==> config.mk <==
export PLATFORM = sky130hd
export DESIGN_NAME = m_ifetch
export DESIGN_NICKNAME = d
export VERILOG_FILES = /design/src/rtl/m_ifetch.sv
export SDC_FILE = /design/constraint.sdc
export NUM_CORES = 1
export LEC_CHECK = 0
export CAP_MARGIN = 5
export CELL_PAD_IN_SITES_DETAIL_PLACEMENT = 0
export CELL_PAD_IN_SITES_GLOBAL_PLACEMENT = 1
export CORE_UTILIZATION = 42
export DETAILED_ROUTE_END_ITERATION = 8
export PLACE_DENSITY_LB_ADDON = 0.1
export SLEW_MARGIN = 20
export SYNTH_ARGS = -nofsm -noshare
export SYNTH_HDL_FRONTEND = slang
export SYNTH_SLANG_ARGS = --single-unit
==> constraint.sdc <==
create_clock -name w_clk -period 6.55 [get_ports w_clk]
set_input_delay 1.31 -clock w_clk [delete_from_list [all_inputs] [get_ports w_clk]]
set_output_delay 1.31 -clock w_clk [all_outputs]
set_load 0.02 [all_outputs]
==> src/rtl/m_ifetch.sv <==
// Instruction fetch: streams words from imem into a small in-order buffer feeding decode.
// Latency: request in cycle t, head valid in cycle t+2 (no bypass).
// Backpressure: requests stop once buffered + in-flight entries would reach DEPTH.
module m_ifetch #(
    parameter logic [31:0] RESET_PC = 32'h0000_0000,
    parameter int          DEPTH    = 2
) (
    input  logic        w_clk,
    input  logic        w_rst,
    output logic        w_imem_req,
    output logic [11:0] w_imem_addr,
    input  logic [31:0] w_imem_data,
    output logic [31:0] w_ir,
    output logic [31:0] w_ir_pc,
    output logic        w_ir_valid,
    input  logic        w_ir_ready,
    input  logic        w_redirect,
    input  logic [31:0] w_redirect_pc
);

    localparam int CW = $clog2(DEPTH + 1);

    typedef enum logic {S_IDLE, S_RUN} state_t;

    typedef struct packed {
        logic [31:0] ins;
        logic [31:0] pc;
    } ent_t;

    state_t        r_state;
    state_t        w_state_nxt;
    logic [31:0]   r_pc;
    logic [31:0]   r_req_pc;
    logic          r_inflight;
    logic [CW-1:0] r_count;
    logic [CW-1:0] w_count_nxt;
    ent_t          r_buf     [DEPTH];
    ent_t          w_buf_nxt [DEPTH];
    logic          w_pop;
    logic          w_push;
    logic [CW:0]   w_occ;
    logic          unused_rpc_lsb;

    assign unused_rpc_lsb = ^w_redirect_pc[1:0];

    assign w_imem_addr = r_pc[13:2];
    assign w_ir        = r_buf[0].ins;
    assign w_ir_pc     = r_buf[0].pc;
    assign w_ir_valid  = (r_count != '0);

    assign w_pop  = w_ir_valid & w_ir_ready;
    // A redirect discards the response landing in the same cycle.
    assign w_push = r_inflight & ~w_redirect;
    assign w_occ  = {1'b0, r_count} + {{CW{1'b0}}, r_inflight} - {{CW{1'b0}}, w_pop};

    always_ff @(posedge w_clk) begin
        if (w_rst) begin
            r_state <= S_IDLE;
        end else begin
            r_state <= w_state_nxt;
        end
    end

    always_comb begin
        w_state_nxt = r_state;
        w_imem_req  = 1'b0;
        case (r_state)
            S_IDLE: w_state_nxt = S_RUN;
            S_RUN:  w_imem_req  = ~w_rst & ~w_redirect & (w_occ < (CW+1)'(DEPTH));
            default: w_state_nxt = S_IDLE;
        endcase
    end

    // Shift-down buffer: entry 0 is always the head, so outputs come straight from flops.
    always_comb begin
        w_buf_nxt   = r_buf;
        w_count_nxt = r_count;
        if (w_pop) begin
            for (int i = 0; i < DEPTH - 1; i++) begin
                w_buf_nxt[i] = r_buf[i+1];
            end
            w_count_nxt = r_count - CW'(1);
        end
        if (w_push) begin
            for (int i = 0; i < DEPTH; i++) begin
                if (CW'(i) == w_count_nxt) begin
                    w_buf_nxt[i] = {w_imem_data, r_req_pc};
                end
            end
            w_count_nxt = w_count_nxt + CW'(1);
        end
    end

    always_ff @(posedge w_clk) begin
        if (w_rst) begin
            r_pc       <= RESET_PC;
            r_req_pc   <= '0;
            r_inflight <= 1'b0;
            r_count    <= '0;
            for (int i = 0; i < DEPTH; i++) begin
                r_buf[i] <= '0;
            end
        end else if (w_redirect) begin
            r_pc       <= {w_redirect_pc[31:2], 2'b00};
            r_inflight <= 1'b0;
            r_count    <= '0;
        end else begin
            r_inflight <= w_imem_req;
            if (w_imem_req) begin
                r_pc     <= r_pc + 32'd4;
                r_req_pc <= r_pc;
            end
            r_count <= w_count_nxt;
            for (int i = 0; i < DEPTH; i++) begin
                r_buf[i] <= w_buf_nxt[i];
            end
        end
    end

endmodule

Word level (Yosys, flattened, before mapping)
Index checks and enable logic that the tools add are counted.
- flip-flop bits (word level): 196
- latch bits: 0
- RAM bits: 0
- bits in read-only memories: 0
- input port bits: 68
- output and inout bits: 78
- logic and storage cells: 39
- memories kept: 0
- add/subtract/negate cells: 5
- multipliers: 0
- div/mod/pow operators: 0
- magnitude comparators: 1
- eq/ne operators: 1
- shift-type cells: 0
- muxes and demuxes: 10
- bitwise operators: 6
- reductions and logical operators: 6
- operators with widths (operator ; number):
    $mux 64 ; 3
    $mux 128 ; 1
    $mux 32 ; 2
    $add 32x3->32 const B ; 1
    $and 1x1->1 ; 4
    $mux 2 ; 2
    $reduce_bool 2->1 ; 2
    $add 2x1->3 ; 1
    $lt 3x2->1 const B ; 1
    $reduce_and 3->1 ; 1
    $sub 3x1->3 ; 1
    $add 2x1->2 const B ; 1
    $eq 1x2->1 const A ; 1
    $logic_not 2->1 ; 1
    $mux 1 ; 2
    $not 1->1 ; 2
    $reduce_and 2->1 ; 1
    $reduce_or 2->1 ; 1
    $sub 2x1->2 const B ; 1

Longest topological paths before layout
Gate-level depths: netlist of the first run.
- depth in word-level cells: 8
- depth in mapped cells: 13
- mapped depth without buffers: 12

Least setup slack after synthesis of the first run
No wires, ideal clock.
- path type: input to output
- start point: input port w_ir_ready
- end point: output port w_imem_req
- arrival time: 3.046 ns
- required time: 5.240 ns
- setup slack: 2.194 ns
- stages on the path: 8
- path buffers: 2
- cells stage by stage: nand2b_1 -> clkbuf_1 -> nor2_1 -> fa_1 -> xnor2_1 -> nand4_1 -> inv_2 -> buf_1
- longest elaborated chain between the ends: 5
- RTL lines (element ; RTL line ; RTL):
    from (decl) ; 16 ; input logic w_ir_ready,
    $and 1x1->1 ; 51 ; assign w_pop = w_ir_valid & w_ir_ready;
    $sub 3x1->3 ; 54 ; assign w_occ = {1'b0, r_count} + {{CW{1'b0}}, r_inflight} - {{CW{1'b0}}, w_pop};
    $lt 3x2->1 ; 69 ; S_RUN: w_imem_req = ~w_rst & ~w_redirect & (w_occ < (CW+1)'(DEPTH));
    $and 1x1->1 ; 69 ;
    $mux 1 ; 67 ; case (r_state)
    to (decl) ; 10 ; output logic w_imem_req,
Every way passes these cells.

Worst setup path after layout of the first run
Ends and elaborated chain as after synthesis.

==> flow_summary.ini, run 1 <==
[clock_network]
clk_root_buffer_cell = clkbuf_16
clock_latency_ps = 430
cts_resized = 0
htreeDepth = 4
clk_transition_reported_paths_ps = 70
post_cts_buffers = 0
clkSinkCount = 190
clockBufferDepth = 2
hold_buffers = 0
cts_tree = done
cts_buffers = 17

[sta]
timing.final.crit_share = 0.771
rsz0062_at_grt = no
setup_viol = 0
tightest_slew_ps = 1010
hold_viol = 0
relSlewSlack = 0.327
clock_skew_ps = 9.10
min_period_ps = 5050
fmax_ghz = 0.198
fin_setup_tns_ps = 0
maxSlewViolCount = 0

[pwr]
power.leakage_nw = 3.36
power.total_mw = 2.44
powerDensity_nw_per_um2 = 243
vdd_ir_drop_max_mv = 0.181

[placement]
gp_routability_congestion = 0.766
dp_hpwl_mm = 13.2
placed_cell_area_um2 = 9510
port_buffers = 143

[synthesis]
synth_area_per_cell_um2 = 7.84
synth_top_area_share = 0.443
synth_nets = 1167
ys_ff_latch = 190
yosys.area.top_type = dfxtp_1
ys_warn_count = 0
synth.distinct_cells = 46
synth_enable_flop_cells = 0
async_flop_share = 0
synthFlopType = dfxtp_1
synth-seq-area-share = 0.443
synthCells = 1094
synth_area_leaders = dfxtp_1 44%, nand2_1 12%, a21oi_1 6.7%, buf_4 6.7%, a311oi_1 6.3%
post_synth_instance_area_um2 = 8580

[floorplan]
die-area_um2 = 21000
die_h_um = 145
core_um2 = 19700
initial_utilization = 0.435
die_w_um = 145
ioPinCount = 146
num_rows = 51

[route]
routedWlPerCell_um = 16.1
drt_iter0_drc = 440
via_count = 7314
viasPerCell = 5.31
antenna_left = 0
drc = 0
routed_wl_mm = 22.1
dr.pass1.iters = 6

[cells_and_area]
fin_area_um2 = 10100
area_growth_pct = 17.2
antenna_cells = 0
final_cell_mix = 263 x nand2_1, 190 x dfxtp_1, 141 x clkdlybuf4s50_1, 115 x a21oi_1, 85 x nor2_1
layout.nets = 1174
layout_commonest_cell = nand2_1
layout-drive-gt1-share = 0.0558

[status]
status = completed

[global_routing]
grt_max_degree = 125
grt_pass1_wl_mm = 36.8
grt_usage = 0.215
grt_pass1_vias = 6750
grt_overflow = 0
grt_antenna_before_repair = 0

[worst_setup_path]
worst_ep_arrival_time_ps = 3740
end_kind = output port
slowest_delay_ps = 610
path_cells = clkdlybuf4s50_1 > nand2b_2 > xnor2_1 > nand2_1 > fa_1 > xnor2_1 > nand4_1 > inv_2 > clkdlybuf4s50_1
start_kind = primary input
critPathKind = in2out
slowest_stage = clkdlybuf4s50_1
critPathMaxFanout = 4
r2r_cells = 13
critical_path_required_ps = 5240

[run]
maxCapViolCount = 0

[worst_hold_path]
hold-path-cell-count = 2
hp-class = reg2reg
[worst max-delay path: cells and delay by family]
family,cells,cell delay [ps]
buffers and inverters,3,1210
XOR/XNOR,2,450
AND/OR/NAND/NOR,3,390
adder cells (fa/ha/maj),1,390
[metrics by stage]
stage                     cells  setup slack [ps]  utilization  hold slack [ps]
after CTS                  1377              1480        0.510              455
after detailed placement   1347              1500        0.483              445
final                      1377              1500        0.510              454
after global routing       1377              1320        0.510              468
after global placement     1347              1520        0.483              442
after floorplan            1094              2190            -              431
[cells by family (layout without fill, tap and decap cells)]
group	after synthesis	after routing	synth area share
compound gates	287	287	0.205
simple gates	418	418	0.214
fa+ha+maj	5	5	0.00817
xor+xnor	15	15	0.0153
flops	190	190	0.443
buf+inv	179	197	0.114
[metal layers]
layer | vias to the layer above | global-route usage | part of all wire
li1 | 3695 | - | -
met1 | 3448 | 0.317 | 0.51
met2 | 158 | 0.320 | 0.44
met3 | 13 | 0.0371 | 0.040
met4 | 0 | 0.0564 | 0.0097
met5 | - | 0 | 0
[report_power, final]
part / switching, mW / internal, mW / leakage [nW]
clock network: 0.448 / 0.528 / 0.264
logic: 0.136 / 0.108 / 1.55
registers: 0.0331 / 1.19 / 1.54
total: 0.617 / 1.82 / 3.36
[cells in the mapped netlist, types with 8 or more instances]
library cell and instances:
a21oi_1 115, a311oi_1 62, a31oi_1 9, and2_1 8
and3_1 14, buf_2 18, buf_4 76, clkbuf_1 67
dfxtp_1 190, inv_1 11, nand2_1 263, nand3_1 12
nand4_1 12, nor2_1 86, o21ai_0 63, o21ai_1 8
o22ai_1 11, xor2_1 9
[layout make-up]
class | count | area [µm²]
Fill cell | 1981 | 9660
Multi-Input combinational cell | 725 | 3820
Sequential cell | 190 | 3800
Timing Repair Buffer | 153 | 1500
Clock buffer | 19 | 443
Tap cell | 265 | 332
Clock inverter | 11 | 96.3
Inverter | 14 | 52.6
[worst paths after layout]
check	from	slack, ps	to
hold / removal	r_buf[29]	450	r_buf[29]
setup / recovery	w_ir_ready	1500	w_imem_req
setup reg to reg	r_count[1]	2950	r_pc[15]
hold reg to reg	r_buf[29]	450	r_buf[29]
[flip-flops by register name (all words and copies together), names as in the netlist]
register,cells
r_buf,62
r_count,2
r_inflight,1
r_pc,30
r_req_pc,30
r_state,1
w_ir,32
w_ir_pc,32
Power figures use the tool's default switching activity.
==> run 2, diff against run 1 <==
Settings changed: CORE_UTILIZATION 42 to 39.
Clock period 6.55 ns to 4.98 ns, I/O delays scaled along.
==> flow_summary.ini, run 2 (synthesis results as in run 1) <==
[status]
status = completed

[clock_network]
post_cts_buffers = 0
clockBufferDepth = 2
cts_tree = done
clk_root_buffer_cell = clkbuf_16
clock_latency_ps = 430
cts_resized = 0
hold_buffers = 0
htreeDepth = 4
clkSinkCount = 190
clk_transition_reported_paths_ps = 70
cts_buffers = 17

[floorplan]
num_rows = 53
ioPinCount = 146
die_w_um = 150
die_h_um = 150
core_um2 = 21300
initial_utilization = 0.403
die-area_um2 = 22600

[global_routing]
grt_max_degree = 83
grt_pass1_vias = 6777
grt_pass1_wl_mm = 36.6
grt_antenna_before_repair = 0
grt_usage = 0.203
grt_overflow = 0

[cells_and_area]
final_cell_count_no_fill = 1389
area_growth_pct = 19.0
fillers = 2110
layout.nets = 1174
antenna_cells = 0
largest-register = r_buf
largest_register_ffs = 62
layout-drive-gt1-share = 0.0583
final_cell_mix = 263 x nand2_1, 190 x dfxtp_1, 141 x clkdlybuf4s50_1, 115 x a21oi_1, 85 x nor2_1
fin_area_um2 = 10200
layout_commonest_cell = nand2_1

[route]
drc = 0
routedWlPerCell_um = 16.1
via_count = 7254
routed_wl_mm = 22.4
viasPerCell = 5.22
antenna_left = 0
dr.pass1.iters = 5
drt_iter0_drc = 429

[pwr]
clkPwrFrac = 0.430
comb_power_share = 0.096
seq_power_share = 0.474
p_int_mw = 2.52
swShare = 0.257
vdd_ir_drop_max_mv = 0.208
power.total_mw = 3.39
powerDensity_nw_per_um2 = 332
switchingPower_mw = 0.870
power.leakage_nw = 3.42

[worst_hold_path]
hp-class = reg2reg
hold-path-cell-count = 2

[sta]
setup_viol = 0
relSlewSlack = 0.354
timing.final.crit_share = 0.894
rsz0062_at_grt = no
clock_skew_ps = 10.5
tightest_slew_ps = 966
fmax_ghz = 0.225
hold_viol = 0
min_period_ps = 4450
maxSlewViolCount = 0
fin_setup_tns_ps = 0

[placement]
port_buffers = 143
dp_cells = 1357
dp_hpwl_mm = 13.4
placed_cell_area_um2 = 9580
gp_routability_congestion = 0.769

[worst_setup_path]
end_kind = output port
critPathKind = in2out
start_kind = primary input
worst_ep_arrival_time_ps = 3450
critPathMaxFanout = 4
critical_path_required_ps = 3980
r2r_cells = 13

[run]
maxCapViolCount = 0
## run 2: metrics by stage
stage / setup slack [ps] / hold slack, ps / utilization
detailed placement: 541 / 447 / 0.450
global route: 333 / 471 / 0.479
finish: 530 / 455 / 0.479
CTS: 531 / 457 / 0.479
global placement: 536 / 441 / 0.450
floorplan: 1250 / 431 / -
## run 2: final cells by class
type                    count  area (µm²)  share of cell area
clock inverters            15         201              0.0197
inverters                  14        52.6             0.00515
multi-input cells         725        3820               0.375
repair buffers            153        1560               0.152
flip-flops and latches    190        3800               0.373
clock buffers              17         425              0.0417
well taps                 275         344              0.0337
## run 2: per-layer routing
metal,global-route usage,vias up,share of wire
met5,0,-,0
met2,0.304,155,0.43
met1,0.301,3384,0.51
met3,0.0294,14,0.043
li1,-,3701,-
met4,0.0566,0,0.0082
## run 2: critical path, stage by stage
cell and delay, ps:
clkdlybuf4s50_1 480, nand2b_2 80, xnor2_1 300, nand2_1 130, fa_1 400, xnor2_1 160
nand4_1 180, inv_2 120, clkdlybuf4s50_1 600
## run 2: final timing paths
path         slack (ps)    endpoint       start
max reg2reg        1370    r_pc[15]  r_count[1]
max                 530  w_imem_req  w_ir_ready
min reg2reg         450    r_buf[7]    r_buf[7]
min                 450    r_buf[7]    r_buf[7]
## run 2: power groups by stage
stage	sequential, mW	combinational (mW)	clock [mW]
finish	1.60	0.324	1.46
global route	1.61	0.354	1.57
CTS	1.60	0.327	1.49
detailed placement	1.64	0.326	0
global placement	1.64	0.327	0
floorplan	1.62	0.216	0
